<file path="config.mk">
export PLATFORM = sky130hd
export DESIGN_NAME = mem_port_arbiter_flat
export DESIGN_NICKNAME = d
export VERILOG_FILES = /design/src/rtl/mem_port_arbiter_if.sv /design/src/rtl/mem_port_arbiter.sv /design/src/flat_wrapper.sv
export SDC_FILE = /design/constraint.sdc
export NUM_CORES = 1
export LEC_CHECK = 0
export ABC_AREA = 1
export CORE_MARGIN = 2
export CORE_UTILIZATION = 30
export CTS_CLUSTER_SIZE = 25
export DETAILED_ROUTE_END_ITERATION = 8
export MAX_ROUTING_LAYER = met4
export PLACE_DENSITY = 0.69
export SYNTH_ARGS = -nofsm -noshare
export SYNTH_HDL_FRONTEND = slang
export SYNTH_SLANG_ARGS = --single-unit
</file>
<file path="constraint.sdc">
create_clock -name clk -period 4.7 [get_ports clk]
set_clock_uncertainty 0.05 [all_clocks]
set_input_delay 1.41 -clock clk [delete_from_list [all_inputs] [get_ports clk]]
set_output_delay 1.41 -clock clk [all_outputs]
set_load 0.02 [all_outputs]
</file>
<file path="src/rtl/mem_port_arbiter_if.sv">
// Signal bundle for the shared memory port: fetch requester, load/store requester,
// and the external memory side.
interface mem_port_arbiter_if #(
  parameter int ADDR_W = 32,
  parameter int DATA_W = 32
);
  logic                  im_req;
  logic [ADDR_W-1:0]     im_addr;
  logic                  im_done;
  logic [DATA_W-1:0]     im_rdata;

  logic                  dm_req;
  logic                  dm_we;
  logic [ADDR_W-1:0]     dm_addr;
  logic [DATA_W-1:0]     dm_wdata;
  logic [DATA_W/8-1:0]   dm_wstrb;
  logic                  dm_done;
  logic [DATA_W-1:0]     dm_rdata;

  logic                  mem_req;
  logic                  mem_we;
  logic [ADDR_W-1:0]     mem_addr;
  logic [DATA_W-1:0]     mem_wdata;
  logic [DATA_W/8-1:0]   mem_wstrb;
  logic                  mem_ack;
  logic [DATA_W-1:0]     mem_rdata;

  logic                  stallreq_if;
  logic                  stallreq_mem;

  // Arbiter view.
  modport slave (
    input  im_req, im_addr,
    input  dm_req, dm_we, dm_addr, dm_wdata, dm_wstrb,
    input  mem_ack, mem_rdata,
    output im_done, im_rdata, dm_done, dm_rdata,
    output mem_req, mem_we, mem_addr, mem_wdata, mem_wstrb,
    output stallreq_if, stallreq_mem
  );

  // Environment view: requesters plus the memory device.
  modport master (
    output im_req, im_addr,
    output dm_req, dm_we, dm_addr, dm_wdata, dm_wstrb,
    output mem_ack, mem_rdata,
    input  im_done, im_rdata, dm_done, dm_rdata,
    input  mem_req, mem_we, mem_addr, mem_wdata, mem_wstrb,
    input  stallreq_if, stallreq_mem
  );
endinterface

</file>
<file path="src/rtl/mem_port_arbiter.sv">
// Shares one external memory port between fetch and load/store; DM has priority,
// bounded by a starvation counter so fetch always makes progress.
module mem_port_arbiter #(
  parameter int ADDR_W     = 32,
  parameter int DATA_W     = 32,
  parameter int MAX_DM_RUN = 4
) (
  input logic               clk,
  input logic               rst,
  mem_port_arbiter_if.slave bus
);

  localparam int RUN_W = $clog2(MAX_DM_RUN + 1);
  localparam logic [RUN_W-1:0] RUN_MAX = RUN_W'(MAX_DM_RUN);

  typedef enum logic [1:0] {
    IDLE,
    IM_BUSY,
    DM_BUSY
  } state_t;

  state_t                state_q;
  logic [RUN_W-1:0]      dm_run_q, dm_run_d;
  logic                  mem_req_q;
  logic                  mem_we_q;
  logic [ADDR_W-1:0]     mem_addr_q;
  logic [DATA_W-1:0]     mem_wdata_q;
  logic [DATA_W/8-1:0]   mem_wstrb_q;

  logic dm_wins;
  logic grant_dm;
  logic grant_im;
  logic im_done;
  logic dm_done;

  always_comb begin
    dm_wins  = bus.dm_req && !(bus.im_req && (dm_run_q == RUN_MAX));
    grant_dm = (state_q == IDLE) && dm_wins;
    grant_im = (state_q == IDLE) && !dm_wins && bus.im_req;
  end

  // Run length counts only DM grants that actually made IM wait.
  always_comb begin
    dm_run_d = dm_run_q;
    if (grant_dm) begin
      if (!bus.im_req) begin
        dm_run_d = '0;
      end else if (dm_run_q != RUN_MAX) begin
        dm_run_d = dm_run_q + RUN_W'(1);
      end
    end else if (grant_im) begin
      dm_run_d = '0;
    end
  end

  // Launch registers drive mem_* directly and are cleared on return to IDLE,
  // so the port reads all-zero whenever no transaction is in flight.
  always_ff @(posedge clk or negedge rst) begin
    if (!rst) begin
      state_q     <= IDLE;
      dm_run_q    <= '0;
      mem_req_q   <= 1'b0;
      mem_we_q    <= 1'b0;
      mem_addr_q  <= '0;
      mem_wdata_q <= '0;
      mem_wstrb_q <= '0;
    end else begin
      dm_run_q <= dm_run_d;
      case (state_q)
        IDLE: begin
          if (grant_dm) begin
            state_q     <= DM_BUSY;
            mem_req_q   <= 1'b1;
            mem_we_q    <= bus.dm_we;
            mem_addr_q  <= bus.dm_addr;
            mem_wdata_q <= bus.dm_wdata;
            mem_wstrb_q <= bus.dm_wstrb;
          end else if (grant_im) begin
            state_q     <= IM_BUSY;
            mem_req_q   <= 1'b1;
            mem_we_q    <= 1'b0;
            mem_addr_q  <= bus.im_addr;
            mem_wdata_q <= '0;
            mem_wstrb_q <= '0;
          end
        end
        IM_BUSY, DM_BUSY: begin
          if (bus.mem_ack) begin
            state_q     <= IDLE;
            mem_req_q   <= 1'b0;
            mem_we_q    <= 1'b0;
            mem_addr_q  <= '0;
            mem_wdata_q <= '0;
            mem_wstrb_q <= '0;
          end
        end
        default: begin
          state_q   <= IDLE;
          mem_req_q <= 1'b0;
        end
      endcase
    end
  end

  always_comb begin
    im_done = (state_q == IM_BUSY) && bus.mem_ack;
    dm_done = (state_q == DM_BUSY) && bus.mem_ack;
  end

  assign bus.im_done      = im_done;
  assign bus.dm_done      = dm_done;
  assign bus.im_rdata     = im_done ? bus.mem_rdata : '0;
  assign bus.dm_rdata     = dm_done ? bus.mem_rdata : '0;

  assign bus.mem_req      = mem_req_q;
  assign bus.mem_we       = mem_we_q;
  assign bus.mem_addr     = mem_addr_q;
  assign bus.mem_wdata    = mem_wdata_q;
  assign bus.mem_wstrb    = mem_wstrb_q;

  assign bus.stallreq_if  = bus.im_req && !im_done;
  assign bus.stallreq_mem = bus.dm_req && !dm_done;

endmodule
</file>
<file path="src/flat_wrapper.sv">
// flat-port wrapper written by rule: the top's interface ports become plain ports
module mem_port_arbiter_flat 
#(
  parameter int ADDR_W     = 32,
  parameter int DATA_W     = 32,
  parameter int MAX_DM_RUN = 4
)
  (clk, rst, bus_im_req, bus_im_addr, bus_dm_req, bus_dm_we, bus_dm_addr, bus_dm_wdata, bus_dm_wstrb, bus_mem_ack, bus_mem_rdata, bus_im_done, bus_im_rdata, bus_dm_done, bus_dm_rdata, bus_mem_req, bus_mem_we, bus_mem_addr, bus_mem_wdata, bus_mem_wstrb, bus_stallreq_if, bus_stallreq_mem);
  mem_port_arbiter_if #(.ADDR_W(ADDR_W), .DATA_W(DATA_W)) bus_i ();
  input logic clk;
  input logic rst;
  input wire logic [$bits(bus_i.im_req)-1:0] bus_im_req;
  input wire logic [$bits(bus_i.im_addr)-1:0] bus_im_addr;
  input wire logic [$bits(bus_i.dm_req)-1:0] bus_dm_req;
  input wire logic [$bits(bus_i.dm_we)-1:0] bus_dm_we;
  input wire logic [$bits(bus_i.dm_addr)-1:0] bus_dm_addr;
  input wire logic [$bits(bus_i.dm_wdata)-1:0] bus_dm_wdata;
  input wire logic [$bits(bus_i.dm_wstrb)-1:0] bus_dm_wstrb;
  input wire logic [$bits(bus_i.mem_ack)-1:0] bus_mem_ack;
  input wire logic [$bits(bus_i.mem_rdata)-1:0] bus_mem_rdata;
  output wire logic [$bits(bus_i.im_done)-1:0] bus_im_done;
  output wire logic [$bits(bus_i.im_rdata)-1:0] bus_im_rdata;
  output wire logic [$bits(bus_i.dm_done)-1:0] bus_dm_done;
  output wire logic [$bits(bus_i.dm_rdata)-1:0] bus_dm_rdata;
  output wire logic [$bits(bus_i.mem_req)-1:0] bus_mem_req;
  output wire logic [$bits(bus_i.mem_we)-1:0] bus_mem_we;
  output wire logic [$bits(bus_i.mem_addr)-1:0] bus_mem_addr;
  output wire logic [$bits(bus_i.mem_wdata)-1:0] bus_mem_wdata;
  output wire logic [$bits(bus_i.mem_wstrb)-1:0] bus_mem_wstrb;
  output wire logic [$bits(bus_i.stallreq_if)-1:0] bus_stallreq_if;
  output wire logic [$bits(bus_i.stallreq_mem)-1:0] bus_stallreq_mem;
  assign bus_i.im_req = bus_im_req;
  assign bus_i.im_addr = bus_im_addr;
  assign bus_i.dm_req = bus_dm_req;
  assign bus_i.dm_we = bus_dm_we;
  assign bus_i.dm_addr = bus_dm_addr;
  assign bus_i.dm_wdata = bus_dm_wdata;
  assign bus_i.dm_wstrb = bus_dm_wstrb;
  assign bus_i.mem_ack = bus_mem_ack;
  assign bus_i.mem_rdata = bus_mem_rdata;
  assign bus_im_done = bus_i.im_done;
  assign bus_im_rdata = bus_i.im_rdata;
  assign bus_dm_done = bus_i.dm_done;
  assign bus_dm_rdata = bus_i.dm_rdata;
  assign bus_mem_req = bus_i.mem_req;
  assign bus_mem_we = bus_i.mem_we;
  assign bus_mem_addr = bus_i.mem_addr;
  assign bus_mem_wdata = bus_i.mem_wdata;
  assign bus_mem_wstrb = bus_i.mem_wstrb;
  assign bus_stallreq_if = bus_i.stallreq_if;
  assign bus_stallreq_mem = bus_i.stallreq_mem;
  mem_port_arbiter #(.ADDR_W(ADDR_W), .DATA_W(DATA_W), .MAX_DM_RUN(MAX_DM_RUN)) u_core (.clk(clk), .rst(rst), .bus(bus_i));
endmodule
</file>
==> results of run 1 <==
worst max-delay path, delay by kind of cell:
family                 cells  cell delay, ps
and+or+nand+nor            2             310
buffers and inverters      3            1350
cells by family after synthesis:
kind of cell / Yosys count / synth area share
xor gates and xnor gates: 1 / 0.002125
DFF: 75 / 0.4554
adders and majority gates: 6 / 0.01821
and+or+nand+nor: 360 / 0.3789
buffers and inverters: 142 / 0.1381
AOI/OAI and AO/OA: 6 / 0.007286
synthesized netlist by cell type (all sizes together):
cell	n
nand2	186
inv	106
dfrtp	75
nand3	72
nor2	69
nand4	33
buf	23
clkbuf	13
ha	6
o21ai	6
xnor2	1
worst paths after layout:
check	slack, ps	end	cells past startpoint	startpoint
min in group asynchronous	1190	u_core.bus.mem_addr[9]	1	rst
hold reg to reg	430	u_core.bus.mem_addr[26]	2	u_core.bus.mem_addr[26]
setup / recovery	160	bus_dm_rdata[30]	5	bus_mem_ack
setup reg to reg	2220	u_core.bus.mem_wstrb[2]	8	u_core.state_q[1]
max in group asynchronous	2780	u_core.bus.mem_addr[29]	1	rst
hold / removal	430	u_core.bus.mem_addr[26]	2	u_core.bus.mem_addr[26]
power by group through the flow:
stage | clock [mW] | sequential [mW] | combinational (mW)
final | 0.666 | 1.05 | 2.17
after CTS | 0.680 | 1.06 | 2.20
after detailed placement | 0 | 1.06 | 2.20
after global routing | 0.704 | 1.09 | 2.36
after global placement | 0 | 1.05 | 2.18
after floorplan | 0 | 1.35 | 0.914
cell type report:
cell class | count | area (um2) | area share
timing repair buffer | 283 | 2823 | 0.3874
sequential | 75 | 1877 | 0.2576
multi-input combinational | 373 | 1675 | 0.2300
inverter | 106 | 397.9 | 0.05461
clock buffer | 11 | 252.7 | 0.03469
tap | 176 | 220.2 | 0.03022
clock inverter | 5 | 37.54 | 0.005152
antenna | 1 | 2.502 | 0.0003435
registers in the layout, summed over array words and instances (netlist names):
signal                flops
u_core.state_q            2
u_core.bus.mem_addr      32
u_core.bus.mem_wdata     32
u_core.bus.mem_req        1
u_core.bus.mem_we         1
u_core.bus.mem_wstrb      4
u_core.dm_run_q           3
stage by stage:
step | instance area [um2] | hold WS, ps | std cells | setup WS (ps)
2_1_floorplan | 4121 | 428.2 | 590 | 1023
3_3_place_gp | 6993 | 410.4 | 1013 | 176.6
3_5_place_dp | 6993 | 414.0 | 1013 | 162.9
4_1_cts | 7283 | 430.4 | 1029 | 157.7
5_1_grt | 7286 | 443.6 | 1030 | 107.3
6_report | 7286 | 425.2 | 1030 | 159.5
metal layers:
layer / vias up / GRT usage
li1: 2312 / -
met1: 2097 / 0.2427
met2: 216 / 0.3459
met3: 25 / 0.03571
met4: 0 / 0.08333
met5: - / -
==> results.yml, run 1 <==
floorplan:
  core_um2: 13350
  dieArea_um2: 14690
  ios: 276
  fp.dieH_um: 121.2
  initial_core_util: 0.3088
  row_count: 42
  die_w_um: 121.2
critical_path:
  critical_path_class: "in -> out"
  path_common_cell: "clkdlybuf4s50_1"
  end_kind: "output pin"
  crit_path_max_incr_delay_ps: 660
  cp_cell_sequence: "clkdlybuf4s50_1 > nand2_1 > buf_12 > nor2_1 > clkdlybuf4s50_1"
  cp_max_fo: 33
  start_kind: "input pin"
  slowest_stage: "clkdlybuf4s50_1"
  crit_required_ps: 3240
  worstPathArrival_ps: 3080
power:
  power.switching_mw: 1.720
  powerDensity_nw_per_um2: 534.4
  leakagePower_nw: 3.702
  power_frac_comb: 0.558
  peakVddDrop_uv: 268.0
  swShare: 0.4417
  clockPowerShare: 0.171
  p_int_mw: 2.174
  pwr-share-seq: 0.271
  power_mw: 3.894
synth:
  synthesis.nets: 734
  yosys.area.top_type: "dfrtp_1"
  yosys_warnings: 0
  netlist_area_um2: 4121
  netlist_top_cells_area: "dfrtp_1 46%, nand2_1 17%, inv_1 9.6%"
  ys_types: 17
  ys_ff_latch: 75
  synth.avg_cell_area_um2: 6.986
  syn_inst: 590
  seq_area_frac_synth: 0.4554
  yosysTopAreaCellShare: 0.4554
sta:
  setup_violations: 0
  relSlewSlack: 0.3459
  rsz0062_at_grt: "false"
  finalSetupTns_ps: 0
  slew_viol_final: 0
  post-route-min-period_ps: 4540
  finalCritPeriodShare: 0.9661
  hold_viol: 0
  fmax_mhz: 220.2
  worst_pin_slew_ps: 981.2
clocking:
  cts_hold_buffers: 0
  postCtsResizedCells: 0
  post-cts-setup-buffers: 0
  cts_htree_levels: 3
  cts-buffers-inserted: 9
  insertion_delay_ps: 330
  cts-root-buf: "clkbuf_16"
  cts_tree: "built"
  cts_max_path_buffers: 2
  clk_pin_slew_worst_paths_ps: 60
  clock_sinks: 75
drt:
  routed_wirelength_mm: 14.85
  wl_met2_mm: 7.456
  drtAntennaViolNets: 0
  first_pass_iters: 4
  dr_total_vias: 4650
  met3_length_mm: 1.112
  wl_per_cell_um: 14.42
  highest_layer: "met4"
  drt_iter0_drc: 199
  routed_via_density: 4.515
  wl_met1_mm: 5.861
  drc_errors: 0
run:
  cap_violations: 0
run_status:
  status: "finished, final reports clean"
global_route:
  grt_pass1_vias: 4425
  grtUsageTotal: 0.2049
  grt_max_degree: 76
  grt_first_pass_wirelength_mm: 22.89
  antenna_found_initial: 1
  grt-ovfl-total: 0
place:
  place_hpwl_mm: 10.53
  place.gp.congestion: 0.7907
  io_buffer_count: 275
cells_and_area:
  layout_commonest_cell: "clkdlybuf4s50_1"
  final_cell_mix: "274 x clkdlybuf4s50_1, 186 x nand2_1, 105 x inv_1"
  areaGrowthSynthToFinish_pct: 76.78
  drive_gt1_frac: 0.03634
  finish.utilization: 0.5458
  fillCellCount: 1298
  final_nets: 992
min_path:
  hold_path.class: "reg -> reg"
No activity file was read; power rests on OpenSTA's default activity.
==> run 2, diff against run 1 <==
--- a/config.mk
+++ b/config.mk
@@ -6,12 +6,15 @@
 export NUM_CORES = 1
 export LEC_CHECK = 0
 export ABC_AREA = 1
+export CELL_PAD_IN_SITES_DETAIL_PLACEMENT = 1
+export CELL_PAD_IN_SITES_GLOBAL_PLACEMENT = 2
 export CORE_MARGIN = 2
-export CORE_UTILIZATION = 30
+export CORE_UTILIZATION = 19
 export CTS_CLUSTER_SIZE = 25
 export DETAILED_ROUTE_END_ITERATION = 8
 export MAX_ROUTING_LAYER = met4
-export PLACE_DENSITY = 0.69
+export PLACE_DENSITY_LB_ADDON = 0.1
+export SETUP_SLACK_MARGIN = 0.05
 export SYNTH_ARGS = -nofsm -noshare
 export SYNTH_HDL_FRONTEND = slang
 export SYNTH_SLANG_ARGS = --single-unit
==> run 2 against run 1 <==
Compared with the run above:
- maximum frequency hardly changed
- sequential share of layout area down 0.44 points
- via count up 1.1%
- cell count rose by 9.6%
- hold slack improved by 4.3 ps
- final area is 1.7% higher
- clock power is 4.7% higher
- wire length is 20% higher
- global-route usage down 4.7 points
- die area up 56%
- sequential cell count unchanged
- first-iteration DRC count down 32%
- critical endpoint is now bus_dm_rdata[23]
==> results.yml, run 2 (synthesized netlist as in run 1, its figures left out) <==
cells_and_area:
  diodes: 0
  fillCellCount: 2552
  layout_commonest_cell: "clkdlybuf4s50_1"
  drive_gt1_frac: 0.03981
  final_cells: 1129
  final_nets: 993
  final_cell_mix: "273 x clkdlybuf4s50_1, 186 x nand2_1, 105 x inv_1"
  areaGrowthSynthToFinish_pct: 79.84
place:
  io_buffer_count: 275
  place_ws_ps: 143.8
  place_hpwl_mm: 13.07
  dp_cells: 1113
  place.gp.congestion: 0.7762
critical_path:
  worstPathArrival_ps: 3080
  path_common_cell: "clkdlybuf4s50_1"
  cp_max_fo: 31
  cp_cell_sequence: "clkdlybuf4s50_1 > nand2_1 > buf_4 > nor2_1 > clkdlybuf4s50_1"
  slowest_stage: "clkdlybuf4s50_1"
  end_kind: "output pin"
  start_kind: "input pin"
  crit_path_max_incr_delay_ps: 630
  crit_buf_inv: 3
  critical_path_class: "in -> out"
  critPathTopFamily: "buffers and inverters"
  crit_required_ps: 3240
sta:
  relSlewSlack: 0.3256
  setup_violations: 0
  fmax_mhz: 220.4
  slew_viol_final: 0
  worst_pin_slew_ps: 1012
  finalCritPeriodShare: 0.9655
  worst_hold_slack_ps: 429.5
  setup_slack_ps: 162.2
  rsz0062_at_grt: "false"
  post-route-min-period_ps: 4538
  finalSetupTns_ps: 0
  hold_viol: 0
power:
  powerDensity_nw_per_um2: 535.9
  leakagePower_nw: 3.708
  peakVddDrop_uv: 233.4
  power_mw: 3.973
clocking:
  clock_sinks: 75
  cts_htree_levels: 3
  cts-buffers-inserted: 9
  postCtsResizedCells: 0
  cts_tree: "built"
  insertion_delay_ps: 340
  cts_max_path_buffers: 2
  clk_pin_slew_worst_paths_ps: 70
  cts-root-buf: "clkbuf_16"
  cts_hold_buffers: 0
  post-cts-setup-buffers: 0
global_route:
  grt_max_degree: 76
  grt_first_pass_wirelength_mm: 27.40
  grtUsageTotal: 0.1582
  grt_pass1_vias: 4874
  antenna_found_initial: 0
  grt-ovfl-total: 0
min_path:
  hold_path.class: "reg -> reg"
drt:
  drt_iter0_drc: 135
  wl_per_cell_um: 15.75
  routed_via_density: 4.164
  routed_wirelength_mm: 17.79
  drc_errors: 0
  first_pass_iters: 4
  dr_total_vias: 4701
  drtAntennaViolNets: 0
floorplan:
  ios: 276
  initial_core_util: 0.1948
  dieArea_um2: 22890
  die_w_um: 151.3
  core_um2: 21150
  fp.dieH_um: 151.3
  row_count: 53
run:
  cap_violations: 0
run_status:
  status: "finished, final reports clean"
-- run 2: layout make-up --
class | instances | area, um2 | area share
multi-input cells | 373 | 1678 | 0.2264
clock inverters | 7 | 65.06 | 0.008778
flip-flops and latches | 75 | 1877 | 0.2532
clock buffers | 9 | 225.2 | 0.03038
inverters | 106 | 397.9 | 0.05368
repair buffers | 284 | 2825 | 0.3812
well taps | 275 | 344.1 | 0.04642
-- run 2: layer usage --
| layer | part of all wire | vias to the layer above | global-route usage |
|---|---|---|---|
| met2 | 0.49 | 171 | 0.2638 |
| met3 | 0.072 | 13 | 0.03946 |
| met1 | 0.42 | 2211 | 0.1931 |
| li1 | - | 2306 | - |
| met4 | 0.010 | 0 | 0.03645 |
| met5 | 0 | - | - |
-- run 2: path summary, 6_finish.rpt --
path	slack [ps]	depth (start not counted)	to	start
max in group asynchronous	2750	1	u_core.state_q[1]	rst
worst min register to register	430	2	u_core.bus.mem_wdata[8]	u_core.bus.mem_wdata[8]
min in group asynchronous	1170	1	u_core.bus.mem_wdata[19]	rst
worst max register to register	2110	7	u_core.bus.mem_wdata[7]	u_core.state_q[0]
worst max-delay path	160	5	bus_dm_rdata[23]	bus_mem_ack
worst min-delay path	430	2	u_core.bus.mem_wdata[8]	u_core.bus.mem_wdata[8]
-- run 2: stage by stage --
step | cell area [um2] | util
finish | 7412 | 0.3504
global route | 7412 | 0.3504
CTS | 7412 | 0.3504
detailed placement | 7122 | 0.3367
global placement | 7122 | 0.3367
floorplan | 4121 | -
-- run 2: power by group --
part,internal (mW),total [mW],switching [mW]
sequential,0.909,1.06,0.150
clock,0.371,0.697,0.326
combinational,0.885,2.22,1.33
-- run 2: worst min-delay path: cells and delay by family, from the launching register on --
family	cells	cell delay [ps]
flip-flops	1	340
AND/OR/NAND/NOR	2	100
